<file path="src/rtl/ctrl_issue_queue.sv">
// Issue stage: buffers opcodes from fetch in a small FIFO, presents the FIFO head to the
// external combinational control decoder, and captures the decoded control word into a
// registered output stage with a valid/ready handshake toward execute.
module ctrl_issue_queue #(
   parameter int unsigned DEPTH = 4,
   parameter int unsigned CNT_W = 16
) (
   input  logic                       clk,
   input  logic                       rst,
   input  logic                       flush,
   input  logic                       in_valid,
   output logic                       in_ready,
   input  logic [6:0]                 in_opcode,
   output logic [6:0]                 dec_opcode,
   input  logic [25:0]                dec_ctrl,
   output logic                       out_valid,
   input  logic                       out_ready,
   output logic [6:0]                 out_opcode,
   output logic [25:0]                out_ctrl,
   output logic [$clog2(DEPTH):0]     occupancy,
   output logic [CNT_W-1:0]           issued_count
);

   localparam int unsigned PW = $clog2(DEPTH);
   localparam int unsigned OW = PW + 1;
   localparam logic [OW-1:0] FullCnt = OW'(DEPTH);

   logic [6:0]       mem_q [DEPTH];
   logic [PW-1:0]    rptr_q, rptr_d;
   logic [PW-1:0]    wptr_q, wptr_d;
   logic [OW-1:0]    occ_q, occ_d;
   logic             out_valid_q, out_valid_d;
   logic [6:0]       out_opcode_q, out_opcode_d;
   logic [25:0]      out_ctrl_q, out_ctrl_d;
   logic [CNT_W-1:0] cnt_q, cnt_d;

   logic push, pop, stage_free, fifo_empty, out_fire;

   // Handshake qualifiers; in_ready deliberately ignores a same-cycle pop.
   always_comb begin
      fifo_empty = (occ_q == '0);
      in_ready   = (occ_q != FullCnt) & ~flush & ~rst;
      push       = in_valid & in_ready;
      stage_free = ~out_valid_q | out_ready;
      pop        = ~fifo_empty & stage_free & ~flush;
      out_fire   = out_valid_q & out_ready;
      dec_opcode = fifo_empty ? 7'd0 : mem_q[rptr_q];
   end

   // Next-state for pointers, occupancy, output stage and issued counter.
   always_comb begin
      rptr_d       = rptr_q;
      wptr_d       = wptr_q;
      occ_d        = occ_q;
      out_valid_d  = out_valid_q;
      out_opcode_d = out_opcode_q;
      out_ctrl_d   = out_ctrl_q;
      cnt_d        = cnt_q;

      // A handshake in a flush cycle still counts.
      if (out_fire) begin
         cnt_d = cnt_q + 1'b1;
      end

      if (flush) begin
         rptr_d      = '0;
         wptr_d      = '0;
         occ_d       = '0;
         out_valid_d = 1'b0;
      end else begin
         if (push) begin
            wptr_d = wptr_q + 1'b1;
         end
         if (pop) begin
            rptr_d       = rptr_q + 1'b1;
            out_valid_d  = 1'b1;
            out_opcode_d = dec_opcode;
            out_ctrl_d   = dec_ctrl;
         end else if (out_fire) begin
            out_valid_d = 1'b0;
         end
         unique case ({push, pop})
            2'b10:   occ_d = occ_q + 1'b1;
            2'b01:   occ_d = occ_q - 1'b1;
            default: occ_d = occ_q;
         endcase
      end
   end

   // Control state register with synchronous reset.
   always_ff @(posedge clk) begin
      if (rst) begin
         rptr_q       <= '0;
         wptr_q       <= '0;
         occ_q        <= '0;
         out_valid_q  <= 1'b0;
         out_opcode_q <= '0;
         out_ctrl_q   <= '0;
         cnt_q        <= '0;
      end else begin
         rptr_q       <= rptr_d;
         wptr_q       <= wptr_d;
         occ_q        <= occ_d;
         out_valid_q  <= out_valid_d;
         out_opcode_q <= out_opcode_d;
         out_ctrl_q   <= out_ctrl_d;
         cnt_q        <= cnt_d;
      end
   end

   // FIFO storage; contents are don't-care while the occupancy says empty.
   always_ff @(posedge clk) begin
      if (push) begin
         mem_q[wptr_q] <= in_opcode;
      end
   end

   assign out_valid    = out_valid_q;
   assign out_opcode   = out_opcode_q;
   assign out_ctrl     = out_ctrl_q;
   assign occupancy    = occ_q;
   assign issued_count = cnt_q;

endmodule

</file>
<file path="config.mk">
export PLATFORM = sky130hd
export DESIGN_NAME = ctrl_issue_queue
export DESIGN_NICKNAME = d
export VERILOG_FILES = /design/src/rtl/ctrl_issue_queue.sv
export SDC_FILE = /design/constraint.sdc
export NUM_CORES = 1
export LEC_CHECK = 0
export CORE_MARGIN = 2
export CORE_UTILIZATION = 42
export CTS_CLUSTER_SIZE = 16
export DETAILED_ROUTE_END_ITERATION = 10
export GPL_TIMING_DRIVEN = 0
export PLACE_DENSITY = 0.8
export SYNTH_ARGS = -nofsm -noshare
export SYNTH_HDL_FRONTEND = slang
export SYNTH_SLANG_ARGS = --single-unit
</file>
<file path="constraint.sdc">
create_clock -name clk -period 2.35 [get_ports clk]
set_clock_uncertainty 0.05 [all_clocks]
set_input_delay 0.47 -clock clk [delete_from_list [all_inputs] [get_ports clk]]
set_output_delay 0.47 -clock clk [all_outputs]
set_load 0.03 [all_outputs]
</file>
### Word-level counts from Yosys, hierarchy flattened

Memories as Yosys holds them, arrays and structs flattened. A register that Yosys moved wholly into a read port is not among the register bits.
Index checks and enable logic that the tools add are counted.
Widths: inputs -> output; s select.

* bitwise gates (word level): 11
* add/subtract/negate cells: 5
* equal/unequal tests: 3
* magnitude comparators: 0
* multiplexer cells: 8
* divide/modulo/power cells: 0
* multipliers: 0
* shift-type cells: 0
* reductions and logical operators: 5

Operator list (number)
* $add 16x1->16 const B: 1
* $mux 7: 1
* $and 1x1->1: 6
* $pmux 3 s2: 1
* $add 2x1->2 const B: 2
* $mux 1: 4
* $mux 2: 2
* $not 1->1: 4
* $reduce_bool 2->1: 2
* $add 3x1->3 const B: 1
* $logic_not 3->1: 1
* $ne 3x3->1 const B: 1
* $sub 3x1->3 const B: 1
* $eq 2x1->1 const B: 1
* $eq 2x2->1 const B: 1
* $reduce_and 2->1: 1
* $reduce_or 2->1: 1
* $or 1x1->1: 1

* bits in registers: 57
* memories kept: 1
* input port bits: 38
* logic and storage cells: 40
* output and inout bits: 61
* latch bits: 0
* bits in read-only memories: 0
* bits in writable memories: 28

Memories
* mem_q: words 4, width 7, read ports 1, clocked after Yosys merged registers in 1, wr ports 1, line 28 `logic [6:0] mem_q [DEPTH];`

### Longest topological paths before layout

* word-level depth: 6
* mapped depth: 11
* mapped depth without buffers: 9

### Least setup slack after synthesis

OpenSTA, ideal clock, no wires.

* path kind: reg-to-reg
* from: register occ_q[0] (netlist: occupancy[0])
* to: register occ_q[2] (netlist: occupancy[2])
* buffers on the path: 2
* clock period less this slack: 2.736 ns
* data arrival time: 2.615 ns
* setup slack: -0.386 ns
* stages on the path, launching flop included: 12
* required time: 2.229 ns
* setup time: 0.071 ns
* path through: dfxtp_1 -> nor3_2 -> or3_1 -> buf_4 -> clkinv_2 -> buf_4 -> ha_1 -> inv_1 -> fa_1 -> xor2_1 -> or3_1 -> a21oi_1

* word-level cells in the longest chain between the ends: 6
* elaborated cells on any way between the ends: 14
* those cells by class: 2 x add/sub; 3 x eq/ne; 1 x mux; 6 x bitwise; 2 x reduce/logical

Ends and longest elaborated chain
* from (decl): line 31 `logic [OW-1:0] occ_q, occ_d;`
* from (signal assigned): line 95 `occ_q <= '0;`
* from (signal assigned): line 103 `occ_q <= occ_d;`
* $logic_not 3->1 *: line 41 `fifo_empty = (occ_q == '0);`
* $not 1->1 *: line 45 `pop = ~fifo_empty & stage_free & ~flush;`
* $and 1x1->1 * (2 in series): line 45
* named net pop: line 37 `logic push, pop, stage_free, fifo_empty, out_fire;`
* $eq 2x1->1 or $eq 2x2->1 (tied branches): line 82 `unique case ({push, pop})`
* $pmux 3 s2 or $reduce_bool 2->1 (tied branches)

The timed path passes the listed nets; every way through them passes the cells marked *.
A chain may end at the register's enable or synchronous reset.

### Worst setup path in the final report

* from: input flush
* to: register occ_q[2] (netlist: occupancy[2])

* word-level cells in the longest chain between the ends: 6
* elaborated cells on any way between the ends: 10
* those cells by class: 2 x eq/ne; 1 x mux; 5 x bitwise; 2 x reduce/logical

Ends and longest elaborated chain
* from (decl): line 10 `input logic flush,`
* $not 1->1 (no line)
* $and 1x1->1 (2 in series): line 42 `in_ready = (occ_q != FullCnt) & ~flush & ~rst;`
* $and 1x1->1: line 43 `push = in_valid & in_ready;`
* $eq 2x1->1 or $eq 2x2->1 (tied branches): line 82
* $pmux 3 s2 or $reduce_bool 2->1 (tied branches)

Parallel ways exist; a longest one is shown, timed or not.

==> metrics <==
outcome=completed; RD Place Congestion=between 0.7 and 0.8; ant diodes=0; Final Worst Setup Slack=33.57 ps; maximum VDD drop=between 0.4 and 0.5 mV; Port Buffers=98; Skew-Pair Late Insertion Delay=350 ps; TritonCTS clock tree=done; gr usage total=0.1796; Netlist cell types=34; minimum clock period=2316 ps; combinational group share of total power=0.068; Std-Cell Rows=32; adder-cell share of the synthesized area=0.02798; CTS H-tree lvls=3; ANT nets after route=0; fmax=0.4317 GHz; sequential power share=0.544; Core Region=0.007767 mm^2; Synth Area in XOR/XNOR=0.03866; Post-synth top flop=dfxtp_1; Final Setup Violations=0; slowest CP cell=clkdlybuf4s50_1; number of global-route vias before repair=2,612; RSZ-0062 raised after global routing=true; Setup WS pre-CTS=-710.1 ps; Synthesis Warnings=0; Non-Filler Instances=545; GRT overflow=0; drt wl/cell=14.07 um; met2 Use GR=0.3113; drt pass-1 iters=4; Buf/Inv on CP=4; CP arrival=2550 ps; Critical Path Sink=occupancy[2]$_SDFFE_PP0P_; GRT busiest layer=met2; clock-pin slew on the worst setup and hold paths=about 80 ps; worst reg2reg startpoint=occupancy[0]$_SDFFE_PP0P_; Hold Crit Class=reg2reg; Synth Net Count=370; P_leak=between 1.5 and 2 nW; antenna violations before repair=0; multiplexer share of the synthesized area=0.04934; largest net degree at the start of global routing=18; synthesized flop and latch total=87; Cell Chain, Critical Path=clkdlybuf4s50_1, or3_4, buf_6, clkinv_8, ha_4, inv_1, fa_2, xor2_1, or3_1, a21oi_1; cell chosen for the clock root=clkbuf_8; area grow syn2layout=40.80%; clock power share=0.388; final worst-path cycle share=0.9857; Syn Area/Cell=roughly 10 um^2; placed insts=about 530; main combinational cell family by area after synthesis=simple AND/OR/NAND/NOR gates; CP max FO=7; DRC=0; Ports=99; cell-internal power=roughly 2.3 mW; kind of critical path=in2reg; relative slew slack=0.6615; reg-to-reg slack, setup=roughly 100 ps; Reg2Reg Depth=10; delay-heaviest family, CP=simple AND/OR/NAND/NOR gates; Worst EP required=about 2600 ps; initial cell density of the core=0.4375; first-pass GRT wire length=between 10,000 and 15,000 um; final WL=between 7000 and 8000 um; crit-path max cell delay=around 430 ps; DRT iter0 DRCs=66; proportion of synthesized chip area in sequential cells=0.5950; Synth Area in Simple Gates=0.1778; Critical R2R Capture=occupancy[2]$_SDFFE_PP0P_; Die Area=0.008827 mm^2; final hold violations=0; number of synthesized flops with an enable pin=28; Compound-Gate Fraction of Synth Area=0.07622; vias per inst=between 4 and 5; nets=between 400 and 500; hold wc startpoint=out_ctrl[20]$_SDFFE_PP0P_; clk sinks=slightly below 90; Die Ht=93.95 um; Mapped Cells=about 330; measured slew at the worst slew-check pin=around 510 ps; Die W=around 94 um; vias after detailed routing=2,631; post-synthesis async set-or-reset flop share=0; Levels on crit path=10; M3 GR Usage=0.04494; Power Density=about 600 mW/mm^2; Clock Tree Buf Depth=2; Worst Setup End Kind=flip-flop; switching pwr=0.6206 mW; cts bufs inserted=9; GRT met1 Usage=0.2141; Max Transition Viols Final=0; layout cells sized above 1=0.1196; Sw Ratio=0.2155; CP startpoint=flush; Critical Path Start Type=primary input; Synth Cell Area=roughly 0.0034 mm^2; hold_buf cts=0; HPWL Detailed=around 5700 um; Core Util, Final=0.6160; Max-Cap Viols=0
[power by group through the flow]
stage / sequential [mW] / clock, mW / combinational (mW)
floorplan: 1.62 / 0 / 0.0645
global placement: 1.60 / 0 / 0.192
detailed placement: 1.60 / 0 / 0.195
CTS: 1.57 / 1.13 / 0.195
global route: 1.57 / 1.21 / 0.211
finish: 1.57 / 1.12 / 0.195
[tightest hold or removal path: stages (launching register included)]
cell and delay (ps):
dfxtp_1 310, nand2_1 50, a21oi_1 50
[sequential cells by signal (all words and copies together), names as in the netlist, named ones only]
signal	count
wptr_q	2
out_ctrl	26
out_valid	1
issued_count	16
occupancy	3
rptr_q	2
mem_q	28
out_opcode	7
[repair_timing]
| action | in CTS | in global routing |
|---|---|---|
| pin swaps | 1 | 0 |
| resized for setup | 46 | 2 |
| buffers inserted | 2 | 4 |
| endpoints found under the setup margin | 10 | 4 |
[placed cells by master (no fill, tap or decap), types with 6 or more instances in the layout]
master | netlist | layout
xnor2_1 | 6 | 6
buf_2 | 4 | 11
buf_4 | 4 | 8
clkdlybuf4s50_1 | 0 | 89
xor2_1 | 9 | 9
nor2_1 | 21 | 21
mux4_2 | 7 | 7
edfxtp_1 | 28 | 28
clkbuf_8 | 0 | 9
clkbuf_1 | 6 | 7
a21oi_1 | 42 | 42
nand2_1 | 73 | 73
nor2b_1 | 9 | 9
inv_1 | 9 | 9
dfxtp_1 | 59 | 55
[routing by layer]
metal | wire, um | vias to the layer above | part of all wire
li1 | - | 1338 | -
met1 | 3166 | 1198 | 0.41
met4 | 160 | 0 | 0.021
met2 | 3905 | 80 | 0.51
met5 | 0 | - | 0
met3 | 436 | 15 | 0.057
[synth_stat cells, drive strengths merged, types with 3 or more instances]
master / instances / area share
nand2: 73 / 0.081
dfxtp: 59 / 0.35
a21oi: 42 / 0.062
edfxtp: 28 / 0.25
nor2: 21 / 0.023
buf: 10 / 0.017
inv: 9 / 0.0099
nor2b: 9 / 0.017
xor2: 9 / 0.023
mux4: 7 / 0.046
clkbuf: 6 / 0.0066
ha: 6 / 0.022
xnor2: 6 / 0.015
nand3: 5 / 0.0074
nand4: 5 / 0.0092
or3: 5 / 0.0092
and2: 4 / 0.0074
o21ai: 4 / 0.0059
and4: 3 / 0.0077
nor3: 3 / 0.0059
[cell families after synthesis]
logic type | count (synthesis)
xor+xnor | 15
mux | 8
compound gates | 49
simple gates | 133
buf+inv | 26
flops | 87
fa+ha+maj | 7
[final cells by class]
type | instances | area (um^2)
buffer | 14 | 82.58
clock buffer | 11 | 131.4
clock inverter | 5 | 82.58
fill | 658 | 2983
inverter | 10 | 50.05
multi-input combinational | 212 | 1291
sequential | 87 | 2034
tap | 102 | 127.6
timing repair buffer | 104 | 984.7
[worst min path at each step]
| stage | cells past startpoint | slack, ps | to |
|---|---|---|---|
| 3_5_place_dp | 2 | 400 | out_ctrl[25]$_SDFFE_PP0P_ |
| 5_1_grt | 2 | 430 | out_opcode[4]$_SDFFE_PP0P_ |
| 6_report | 2 | 410 | out_ctrl[20]$_SDFFE_PP0P_ |
| 3_3_place_gp | 2 | 390 | out_ctrl[18]$_SDFFE_PP0P_ |
| 4_1_cts | 2 | 410 | out_ctrl[25]$_SDFFE_PP0P_ |
| 2_1_floorplan | 2 | 410 | flip-flop |
[metrics by stage]
| stage | area [um^2] | setup TNS (ps) | hold WS [ps] | total power, mW |
|---|---|---|---|---|
| 3_5_place_dp | 4552 | -5339 | 396.4 | 1.798 |
| 5_1_grt | 4785 | -36.89 | 431.1 | 2.988 |
| 2_1_floorplan | 3443 | -9.289 | 409.7 | 1.684 |
| 6_report | 4785 | 0 | 406.3 | 2.879 |
| 4_1_cts | 4746 | 0 | 408.7 | 2.896 |
| 3_3_place_gp | 4552 | -5611 | 392.7 | 1.793 |
No activity file was read; power rests on OpenSTA's default activity.
==> edit, RTL diff (config.mk and constraints unchanged) <==
Reset style: asynchronous (`rst`), changed in one clocked block. Comments in the files are not updated.
--- a/src/rtl/ctrl_issue_queue.sv
+++ b/src/rtl/ctrl_issue_queue.sv
@@ -88,7 +88,7 @@
    end
 
    // Control state register with synchronous reset.
-   always_ff @(posedge clk) begin
+   always_ff @(posedge clk or posedge rst) begin
       if (rst) begin
          rptr_q       <= '0;
          wptr_q       <= '0;
Function: differs if rst is asserted again (counterexample within 4 cycles, from zero or initial values and one cycle with rst high); with rst held inactive, the same outputs for 4 cycles.
==> edit against the unedited design <==
Area after synthesis grew 5.0%; largest cell class unchanged; routed wire length shrank 8.6%; via count shrank 11%; cell area grew 3.8%; critical path type is now flip-flop to primary output; die area grew 4.8%; sequential cell count shrank 2; setup slack gained 0.043 ns.
Power is not compared: it rests on default switching activity, and its combinational part moved more than twofold at a synthesized area within 25%.
==> edit: results (changes against the unedited design) <==
- Reg with most FFs: mem_q
- Commonest cells post-synth: dfrtp_1, mux2_2, edfxtp_1
- Worst Tran Pin Value: 0.448 ns (-0.0599 ns)
- Filler instances: 677 (+2.9%)
- Min-Delay Path Class: flip-flop to flip-flop
- Worst Reg-to-Reg Cells: 7 (-3)
- Vias per std cell: 5.03 (+4.2%)
- Via count of the first global-routing pass: 2346 (-10%)
- PortBufs: 98 (unchanged)
- CP startpoint: occupancy[2]$_DFFE_PP0P_
- TritonCTS Buffers: 9 (unchanged)
- Clock latency on the worst-skew pair: 0.35 ns (about the same)
- Critical path arrival: 1.75 ns (-0.80 ns)
- GPL Wtd Cong: 0.839 (+14%)
- Total GRT Usage: 15.9% (-2.0 points)
- Synth warn: 0 (unchanged)
- R2R Path End: occupancy[2]$_DFFE_PP0P_
- Post-DP HPWL: 5090 um (-11%)
- Syn Nets: 282 (-24%)
- Ys async rst share: 67.1% (+67 points)
- Yosys cell types: 37 (+8.8%)
- Top post-synthesis cells by area: dfrtp_1, edfxtp_1, mux2_2, mux4_2, xnor2_1
- Wire length per cell: 15.1 um (+7.4%)
- Max reg flops: 28 (unchanged)
- Initial detailed-routing violation count: 86 (+30%)
- Largest net degree at the start of global routing: 41 (+23)
- Worst vdd ir: 0.000557 V
- Layout cells sized above 1: 25.3% (+13 points)
- Status: finished clean
- Placed instance area: 0.00470 mm^2 (+3.3%)
- Fin nets: 398 (-18%)
- Reg2Reg Setup Slack: 0.21 ns (+0.11 ns)
- Comb group: 2.97 mW
- Crit path max fanout: 8 (+1)
- Seq/Total Area, Yosys: 63.5% (+4.0 points)
- First-pass GRT wire length: 11000 um (-9.7%)
- Drt pass-1 iters: 4 (unchanged)
- Setup crit end: in_ready
edit: cell types whose count changed after synthesis, moves of 4 or more:
cell      before  now
nand2_1       73    6
dfxtp_1       59    0
dfrtp_1        0   57
a21oi_1       42    2
mux2_2         0   32
nor2_1        21   13
xnor2_1        6   12
inv_1          9    4
buf_4          4    0
clkbuf_1       6    2
nand2b_1       0    4
edit: worst max-delay path, cell delays in order (launching register included):
cell,delay [ns]
dfrtp_2,0.48
or3b_4,0.44
nor3b_1,0.15
dlygate4sd1_1,0.34
edit: stage by stage:
step                worst slack (ns)  hold WS [ns]  TNS [ns]  instances
global placement              -0.958         0.406    -50.74        441
floorplan                     0.0135         0.492         0        238
detailed placement            -0.705         0.421     -7.32        442
finish                        0.0767         0.434         0        464
CTS                          -0.0340         0.434   -0.0340        459
global route                 0.00290         0.459         0        464
edit: cell type report:
| type | instances | area (um^2) | area share, % |
|---|---|---|---|
| tap | 105 | 131 | 2.65 |
| timing repair buffer | 107 | 1020 | 20.6 |
| buffer | 6 | 42.5 | 0.857 |
| clock buffer | 9 | 124 | 2.49 |
| clock inverter | 7 | 68.8 | 1.39 |
| multi-input combinational | 141 | 1290 | 26.0 |
| sequential | 85 | 2270 | 45.7 |
| inverter | 4 | 15.0 | 0.302 |
edit: repair_timing:
| action | in CTS | in global routing |
|---|---|---|
| buffers inserted | 3 | 5 |
| resized for setup | 51 | 4 |
| pin swaps | 2 | 1 |
| setup endpoints to repair | 10 | 3 |
edit: how the worst min path moves through the flow:
stage	startpoint	endpoint	slack [ns]	cells after the start
6_report	issued_count[15]$_DFFE_PP0P_	issued_count[15]$_DFFE_PP0P_	0.43	1
5_1_grt	issued_count[15]$_DFFE_PP0P_	issued_count[15]$_DFFE_PP0P_	0.46	1
2_1_floorplan	wptr_q[1]$_DFFE_PP0P_	wptr_q[1]$_DFFE_PP0P_	0.49	2
3_3_place_gp	issued_count[15]$_DFFE_PP0P_	issued_count[15]$_DFFE_PP0P_	0.41	1
4_1_cts	issued_count[15]$_DFFE_PP0P_	issued_count[15]$_DFFE_PP0P_	0.43	1
3_5_place_dp	issued_count[15]$_DFFE_PP0P_	issued_count[15]$_DFFE_PP0P_	0.42	1
edit: metal layers:
layer	up-vias	track usage (%)	share of wire (%)
met5	-	0	0
met4	0	7.86	2.2
met3	11	3.13	5.1
met2	71	27.1	51
met1	1161	19.3	42
li1	1092	-	-
edit: logic make-up after synthesis:
logic type | Yosys count | share of synthesized area, %
compound gates | 8 | 1.44
simple gates | 64 | 10.4
buf+inv | 12 | 1.65
flops | 85 | 63.5
xor+xnor | 20 | 4.91
mux | 43 | 15.7
fa+ha+maj | 6 | 2.31
